### src/rtl/regfile_wport_arbiter_pkg.sv
// Shared constants and types for the register file write-port arbiter:
// reset polarity, write-enable encodings, register file geometry and FSM states.
package regfile_wport_arbiter_pkg;

    localparam logic RST_ACTIVE = 1'b1;

    localparam logic WE_ON  = 1'b1;
    localparam logic WE_OFF = 1'b0;

    localparam int REG_NUM      = 32;
    localparam int REG_NUM_LOG2 = $clog2(REG_NUM);
    localparam int REG_W        = 32;

    localparam logic [REG_W-1:0] ZERO_WORD = '0;

    typedef enum logic {
        CLEAR = 1'b0,
        RUN   = 1'b1
    } state_t;

endpackage

### src/rtl/regfile_wport_arbiter_if.sv
// Bundle of the write-port request sources, the register file write bus and the
// pipeline-facing status lines. slave is the arbiter side, master the surroundings.
interface regfile_wport_arbiter_if
    import regfile_wport_arbiter_pkg::*;
#(
    parameter int REG_ADDR_W = REG_NUM_LOG2,
    parameter int DATA_W     = REG_W
);

    logic                  wb_we;
    logic [REG_ADDR_W-1:0] wb_waddr;
    logic [DATA_W-1:0]     wb_wdata;

    logic                  aux_req;
    logic [REG_ADDR_W-1:0] aux_waddr;
    logic [DATA_W-1:0]     aux_wdata;
    logic                  aux_ack;

    logic                  reg_we;
    logic [REG_ADDR_W-1:0] reg_waddr;
    logic [DATA_W-1:0]     reg_wdata;

    logic                  stall_req;
    logic                  init_busy;

    modport master (
        output wb_we, wb_waddr, wb_wdata,
        output aux_req, aux_waddr, aux_wdata,
        input  aux_ack,
        input  reg_we, reg_waddr, reg_wdata,
        input  stall_req, init_busy
    );

    modport slave (
        input  wb_we, wb_waddr, wb_wdata,
        input  aux_req, aux_waddr, aux_wdata,
        output aux_ack,
        output reg_we, reg_waddr, reg_wdata,
        output stall_req, init_busy
    );

endinterface

### src/rtl/regfile_wport_arbiter_starve_ctr.sv
// Saturating count of consecutive un-acked aux request cycles; raises a sticky
// stall flag once the limit is hit, released only by the aux grant.
module wport_starve_ctr #(
    parameter int STARVE_LIMIT = 4,
    parameter int CNT_W        = $clog2(STARVE_LIMIT + 1)
) (
    input  logic clk,
    input  logic rst,
    input  logic run,
    input  logic aux_req,
    input  logic aux_ack,
    output logic starve_stall
);
    import regfile_wport_arbiter_pkg::*;

    localparam logic [CNT_W-1:0] LIMIT = CNT_W'(STARVE_LIMIT);

    logic [CNT_W-1:0] starve_cnt;
    logic [CNT_W-1:0] cnt_next;

    function automatic logic [CNT_W-1:0] sat_inc(input logic [CNT_W-1:0] v);
        return (v == LIMIT) ? LIMIT : v + 1'b1;
    endfunction

    assign cnt_next = sat_inc(starve_cnt);

    always_ff @(posedge clk) begin
        if (rst == RST_ACTIVE) begin
            starve_cnt   <= '0;
            starve_stall <= 1'b0;
        end else if (run) begin
            if (aux_ack) begin
                starve_cnt   <= '0;
                starve_stall <= 1'b0;
            end else if (!aux_req) begin
                starve_cnt <= '0;
            end else begin
                starve_cnt <= cnt_next;
                // Flag rises on the same edge the count reaches the limit.
                if (cnt_next == LIMIT) begin
                    starve_stall <= 1'b1;
                end
            end
        end
    end

endmodule

### src/rtl/regfile_wport_arbiter.sv
// Owner of the register file write port: clears r1..r(N-1) after reset, then
// arbitrates between fixed-priority writeback and the req/ack auxiliary source.
module regfile_wport_arbiter #(
    parameter int REG_NUM      = regfile_wport_arbiter_pkg::REG_NUM,
    parameter int REG_ADDR_W   = regfile_wport_arbiter_pkg::REG_NUM_LOG2,
    parameter int DATA_W       = regfile_wport_arbiter_pkg::REG_W,
    parameter int STARVE_LIMIT = 4
) (
    input logic                    clk,
    input logic                    rst,
    regfile_wport_arbiter_if.slave bus
);
    import regfile_wport_arbiter_pkg::*;

    localparam logic [REG_ADDR_W-1:0] FIRST_REG = REG_ADDR_W'(1);
    localparam logic [REG_ADDR_W-1:0] LAST_REG  = REG_ADDR_W'(REG_NUM - 1);
    localparam logic [REG_ADDR_W-1:0] ZERO_ADDR = '0;

    state_t                state;
    logic [REG_ADDR_W-1:0] clr_ptr;
    logic                  starve_stall;
    logic                  in_run;
    logic                  wb_valid;

    logic                  we;
    logic [REG_ADDR_W-1:0] waddr;
    logic [DATA_W-1:0]     wdata;
    logic                  ack;
    logic                  stall;
    logic                  busy;

    always_ff @(posedge clk) begin
        if (rst == RST_ACTIVE) begin
            state   <= CLEAR;
            clr_ptr <= FIRST_REG;
        end else begin
            case (state)
                CLEAR: begin
                    clr_ptr <= clr_ptr + 1'b1;
                    if (clr_ptr == LAST_REG) begin
                        state <= RUN;
                    end
                end
                RUN:     state <= RUN;
                default: state <= CLEAR;
            endcase
        end
    end

    assign in_run   = (rst != RST_ACTIVE) && (state == RUN);
    assign wb_valid = bus.wb_we && (bus.wb_waddr != ZERO_ADDR);

    // Outputs are combinational so a writeback lands in the regfile this cycle.
    always_comb begin
        we    = WE_OFF;
        waddr = '0;
        wdata = '0;
        ack   = 1'b0;
        stall = 1'b1;
        busy  = 1'b1;
        if (rst != RST_ACTIVE) begin
            case (state)
                CLEAR: begin
                    we    = WE_ON;
                    waddr = clr_ptr;
                end
                RUN: begin
                    busy  = 1'b0;
                    stall = starve_stall;
                    if (wb_valid) begin
                        we    = WE_ON;
                        waddr = bus.wb_waddr;
                        wdata = bus.wb_wdata;
                    end else if (bus.aux_req) begin
                        // r0 writes are still acked but never reach the array.
                        ack   = 1'b1;
                        we    = (bus.aux_waddr != ZERO_ADDR) ? WE_ON : WE_OFF;
                        waddr = bus.aux_waddr;
                        wdata = bus.aux_wdata;
                    end
                end
                default: begin
                    we = WE_OFF;
                end
            endcase
        end
    end

    wport_starve_ctr #(
        .STARVE_LIMIT (STARVE_LIMIT)
    ) u_starve_ctr (
        .clk          (clk),
        .rst          (rst),
        .run          (in_run),
        .aux_req      (bus.aux_req),
        .aux_ack      (ack),
        .starve_stall (starve_stall)
    );

    assign bus.reg_we    = we;
    assign bus.reg_waddr = waddr;
    assign bus.reg_wdata = wdata;
    assign bus.aux_ack   = ack;
    assign bus.stall_req = stall;
    assign bus.init_busy = busy;

endmodule

### src/flat_wrapper.sv
// flat-port wrapper written by rule: the top's interface ports become plain ports
module regfile_wport_arbiter_flat import regfile_wport_arbiter_pkg::*;
#(
    parameter int REG_NUM      = regfile_wport_arbiter_pkg::REG_NUM,
    parameter int REG_ADDR_W   = regfile_wport_arbiter_pkg::REG_NUM_LOG2,
    parameter int DATA_W       = regfile_wport_arbiter_pkg::REG_W,
    parameter int STARVE_LIMIT = 4
)
  (clk, rst, bus_wb_we, bus_wb_waddr, bus_wb_wdata, bus_aux_req, bus_aux_waddr, bus_aux_wdata, bus_aux_ack, bus_reg_we, bus_reg_waddr, bus_reg_wdata, bus_stall_req, bus_init_busy);
  regfile_wport_arbiter_if #(.REG_ADDR_W(REG_ADDR_W), .DATA_W(DATA_W)) bus_i ();
  input logic clk;
  input logic rst;
  input wire logic [$bits(bus_i.wb_we)-1:0] bus_wb_we;
  input wire logic [$bits(bus_i.wb_waddr)-1:0] bus_wb_waddr;
  input wire logic [$bits(bus_i.wb_wdata)-1:0] bus_wb_wdata;
  input wire logic [$bits(bus_i.aux_req)-1:0] bus_aux_req;
  input wire logic [$bits(bus_i.aux_waddr)-1:0] bus_aux_waddr;
  input wire logic [$bits(bus_i.aux_wdata)-1:0] bus_aux_wdata;
  output wire logic [$bits(bus_i.aux_ack)-1:0] bus_aux_ack;
  output wire logic [$bits(bus_i.reg_we)-1:0] bus_reg_we;
  output wire logic [$bits(bus_i.reg_waddr)-1:0] bus_reg_waddr;
  output wire logic [$bits(bus_i.reg_wdata)-1:0] bus_reg_wdata;
  output wire logic [$bits(bus_i.stall_req)-1:0] bus_stall_req;
  output wire logic [$bits(bus_i.init_busy)-1:0] bus_init_busy;
  assign bus_i.wb_we = bus_wb_we;
  assign bus_i.wb_waddr = bus_wb_waddr;
  assign bus_i.wb_wdata = bus_wb_wdata;
  assign bus_i.aux_req = bus_aux_req;
  assign bus_i.aux_waddr = bus_aux_waddr;
  assign bus_i.aux_wdata = bus_aux_wdata;
  assign bus_aux_ack = bus_i.aux_ack;
  assign bus_reg_we = bus_i.reg_we;
  assign bus_reg_waddr = bus_i.reg_waddr;
  assign bus_reg_wdata = bus_i.reg_wdata;
  assign bus_stall_req = bus_i.stall_req;
  assign bus_init_busy = bus_i.init_busy;
  regfile_wport_arbiter #(.REG_NUM(REG_NUM), .REG_ADDR_W(REG_ADDR_W), .DATA_W(DATA_W), .STARVE_LIMIT(STARVE_LIMIT)) u_core (.clk(clk), .rst(rst), .bus(bus_i));
endmodule
### config.mk
export PLATFORM = sky130hd
export DESIGN_NAME = regfile_wport_arbiter_flat
export DESIGN_NICKNAME = d
export VERILOG_FILES = /design/src/rtl/regfile_wport_arbiter_pkg.sv /design/src/rtl/regfile_wport_arbiter_if.sv /design/src/rtl/regfile_wport_arbiter_starve_ctr.sv /design/src/rtl/regfile_wport_arbiter.sv /design/src/flat_wrapper.sv
export SDC_FILE = /design/constraint.sdc
export NUM_CORES = 1
export LEC_CHECK = 0
export CAP_MARGIN = 20
export CELL_PAD_IN_SITES_DETAIL_PLACEMENT = 1
export CELL_PAD_IN_SITES_GLOBAL_PLACEMENT = 1
export CORE_MARGIN = 2
export CORE_UTILIZATION = 22
export CTS_CLUSTER_SIZE = 40
export DETAILED_ROUTE_END_ITERATION = 7
export GPL_ROUTABILITY_DRIVEN = 1
export PLACE_DENSITY_LB_ADDON = 0.1
export SLEW_MARGIN = 20
export SYNTH_ARGS = -nofsm -noshare
export SYNTH_HDL_FRONTEND = slang
export SYNTH_SLANG_ARGS = --single-unit
### constraint.sdc
create_clock -name clk -period 4.35 [get_ports clk]
set_clock_uncertainty 0.2 [all_clocks]
set_input_delay 0.87 -clock clk [delete_from_list [all_inputs] [get_ports clk]]
set_output_delay 0.87 -clock clk [all_outputs]
set_load 0.01 [all_outputs]
==> metrics.txt <==
share of cells above drive strength 1=0.0575; Tightest Pin Transition=0.411 ns; PwrDens=119 mW/mm^2; gr ovfl total=0; DR vias/cell=4.88; Peak VDD IR=0.000107 V; Leakage Power=0.000965 uW; Total GRT Usage=0.155; IO Pins=119; Die H=84.0 um; Clock Latency Late Sink=0.23 ns; TritonCTS clock tree=done; run status=completed; Mapped Cells=202; arrival time of the worst setup path=3.03 ns; hold crit path type=register to register; Yosys cell types=36; WL/cell=14.6 um; worst relative slew slack=0.723; Critical Path RT=3.28 ns; Bufs on Longest Clock Path=2; Area Overhead vs Synth=92.5%; Final Hold Fails=0; maximum capacitance violations=0; syn avg cell area=6.97 sq um; port buffer count=118; hold buffers post-CTS=0; CP Max Fanout=11; # DRC=0; 1st-iter DRT viols=37; EDFF count, synth=0; first-pass GRT wire length=9230 um; chip width=84.0 um; unrepaired setup endpoints after global routing=false; post-route ant nets=0; initial antenna violation count=0; async set-reset flop share out of synthesis=0; Final Cycle Share=0.942; Slew Viols, Final=0; total chip power=322 uW; clock root cell=clkbuf_8; R2R setup slack=2.82 ns; ant diodes=0; Seq cells post-synth=10; vias in the first global route=1930; GP Congestion=0.748; Die Outline Area=0.00706 sq mm; Final TNS setup=0 ns; final setup vio count=0; largest net degree at the start of global routing=47; fin nets=397; vias=1902; CTS Buf Count=3; Clk pin slew, worst setup/hold paths=0.05 ns; DRT Pass-1 Iters=6; CP Capture Type=output port; ys flop type=dfxtp_1; post-synth top area cell=mux2i_1; Max Fclk=244 MHz; Crit Path Class=input port to output port; core area=0.00628 sq mm; Synth Net Count=284; Synthesis Warnings=0; min cycle time layout=4.10 ns; Seq/Total Area, Yosys=0.142; Core Rows=29; setup bufs post-CTS=0; H-tree Lvls=1; Synth top area share=0.242; Post-CTS Resized=0; fill count=773; Post-Route WL=5700 um; Sink Count=10; Initial Utilization=0.224; Startpoint Class=input port; cell area after synthesis=0.00141 sq mm; largest cells by area after synthesis=mux2i_1 (24%), dfxtp_1 (14%), nand3_1 (13%); DP HPWL=4490 um
==> stage by stage <==
stage	setup WS (ns)	utilization	hold slack (ns)	area (sq um)	instances
after CTS	0.248	0.432	0.328	2710	390
after global placement	0.292	0.425	0.309	2670	387
after global routing	0.188	0.432	0.359	2710	390
final	0.254	0.432	0.317	2710	390
after floorplan	1.35	-	0.280	1410	202
after detailed placement	0.251	0.425	0.315	2670	387
==> cell usage after synthesis, types with 3 or more instances <==
| cell type | instances |
|---|---|
| mux2i_1 | 34 |
| nor2b_1 | 3 |
| ha_1 | 4 |
| a211oi_1 | 4 |
| buf_8 | 3 |
| a221oi_1 | 4 |
| a31oi_1 | 3 |
| nor2_1 | 12 |
| a21oi_1 | 4 |
| clkbuf_1 | 11 |
| nand2_1 | 35 |
| inv_1 | 7 |
| nand3_1 | 38 |
| dfxtp_1 | 10 |
| buf_2 | 5 |
==> layer usage <==
layer  wire length, um  GRT usage  part of all wire  vias up
met3               290     0.0188             0.051        2
met1              2470      0.189              0.43      892
met5                 0          0                 0        -
li1                  -          -                 -      939
met2              2920      0.294              0.51       69
met4                14     0.0220            0.0025        0
==> worst max-delay path, stage by stage <==
cell and delay (ns):
clkdlybuf4s50_1 0.44, or3_1 0.40, o21a_2 0.34, buf_4 0.24, mux2i_1 0.17, clkdlybuf4s50_1 0.55
==> path summary, 6_finish.rpt <==
path	start	end	cells past startpoint
worst max-delay path	bus_wb_waddr[1]	bus_reg_wdata[1]	6
worst min-delay path	u_core.u_starve_ctr.starve_cnt[1]$_SDFFE_PP0P_	u_core.u_starve_ctr.starve_cnt[1]$_SDFFE_PP0P_	2
worst max register to register	u_core.u_starve_ctr.starve_cnt[0]$_SDFFE_PP0P_	u_core.u_starve_ctr.starve_stall$_SDFFE_PP0P_	5
worst min register to register	u_core.u_starve_ctr.starve_cnt[1]$_SDFFE_PP0P_	u_core.u_starve_ctr.starve_cnt[1]$_SDFFE_PP0P_	2
==> cell usage in the layout (no fill, tap or decap), types with 2 or more instances in the layout <==
master,Yosys,layout
clkbuf_8,0,3
dfxtp_1,10,10
a211oi_1,4,4
a221oi_1,4,4
mux2i_1,34,34
xor2_1,2,2
inv_1,7,7
nand2_1,35,35
buf_4,0,8
a31oi_1,3,3
and3_1,2,2
clkdlybuf4s50_1,0,118
a21oi_1,4,4
nor2b_1,3,3
nand3_1,38,38
buf_12,0,2
o32ai_1,2,2
o21ai_0,2,2
nor2_1,12,12
ha_1,4,4
==> power by group <==
part           internal (uW)  switching, uW
clock network           60.4           33.4
logic                   85.9           42.7
registers               95.7           3.94
==> flip-flops by register name, summed over array words and instances, names as in the netlist <==
name and cells:
u_core.u_starve_ctr.starve_stall 1, u_core.clr_ptr 5, u_core.state 1, u_core.u_starve_ctr.starve_cnt 3
==> cells by family (layout without fill, tap and decap cells) <==
kind of cell | count (synthesis) | in the layout | synth area share
AO/OA/AOI/OAI | 24 | 24 | 0.124
XOR/XNOR | 3 | 3 | 0.0187
adder cells (fa/ha/maj) | 4 | 4 | 0.0355
buffers and inverters | 27 | 138 | 0.106
flip-flops | 10 | 10 | 0.142
multiplexers | 34 | 34 | 0.242
AND/OR/NAND/NOR | 100 | 100 | 0.332
==> layout make-up <==
class / count / area [sq um] / share of cell area
clock buffer: 3 / 41.3 / 0.0152
timing repair buffer: 128 / 1280 / 0.473
inverter: 7 / 26.3 / 0.00969
tap: 77 / 96.3 / 0.0355
sequential: 10 / 200 / 0.0738
multi-input combinational: 165 / 1070 / 0.393
No activity file was read; power rests on OpenSTA's default activity.
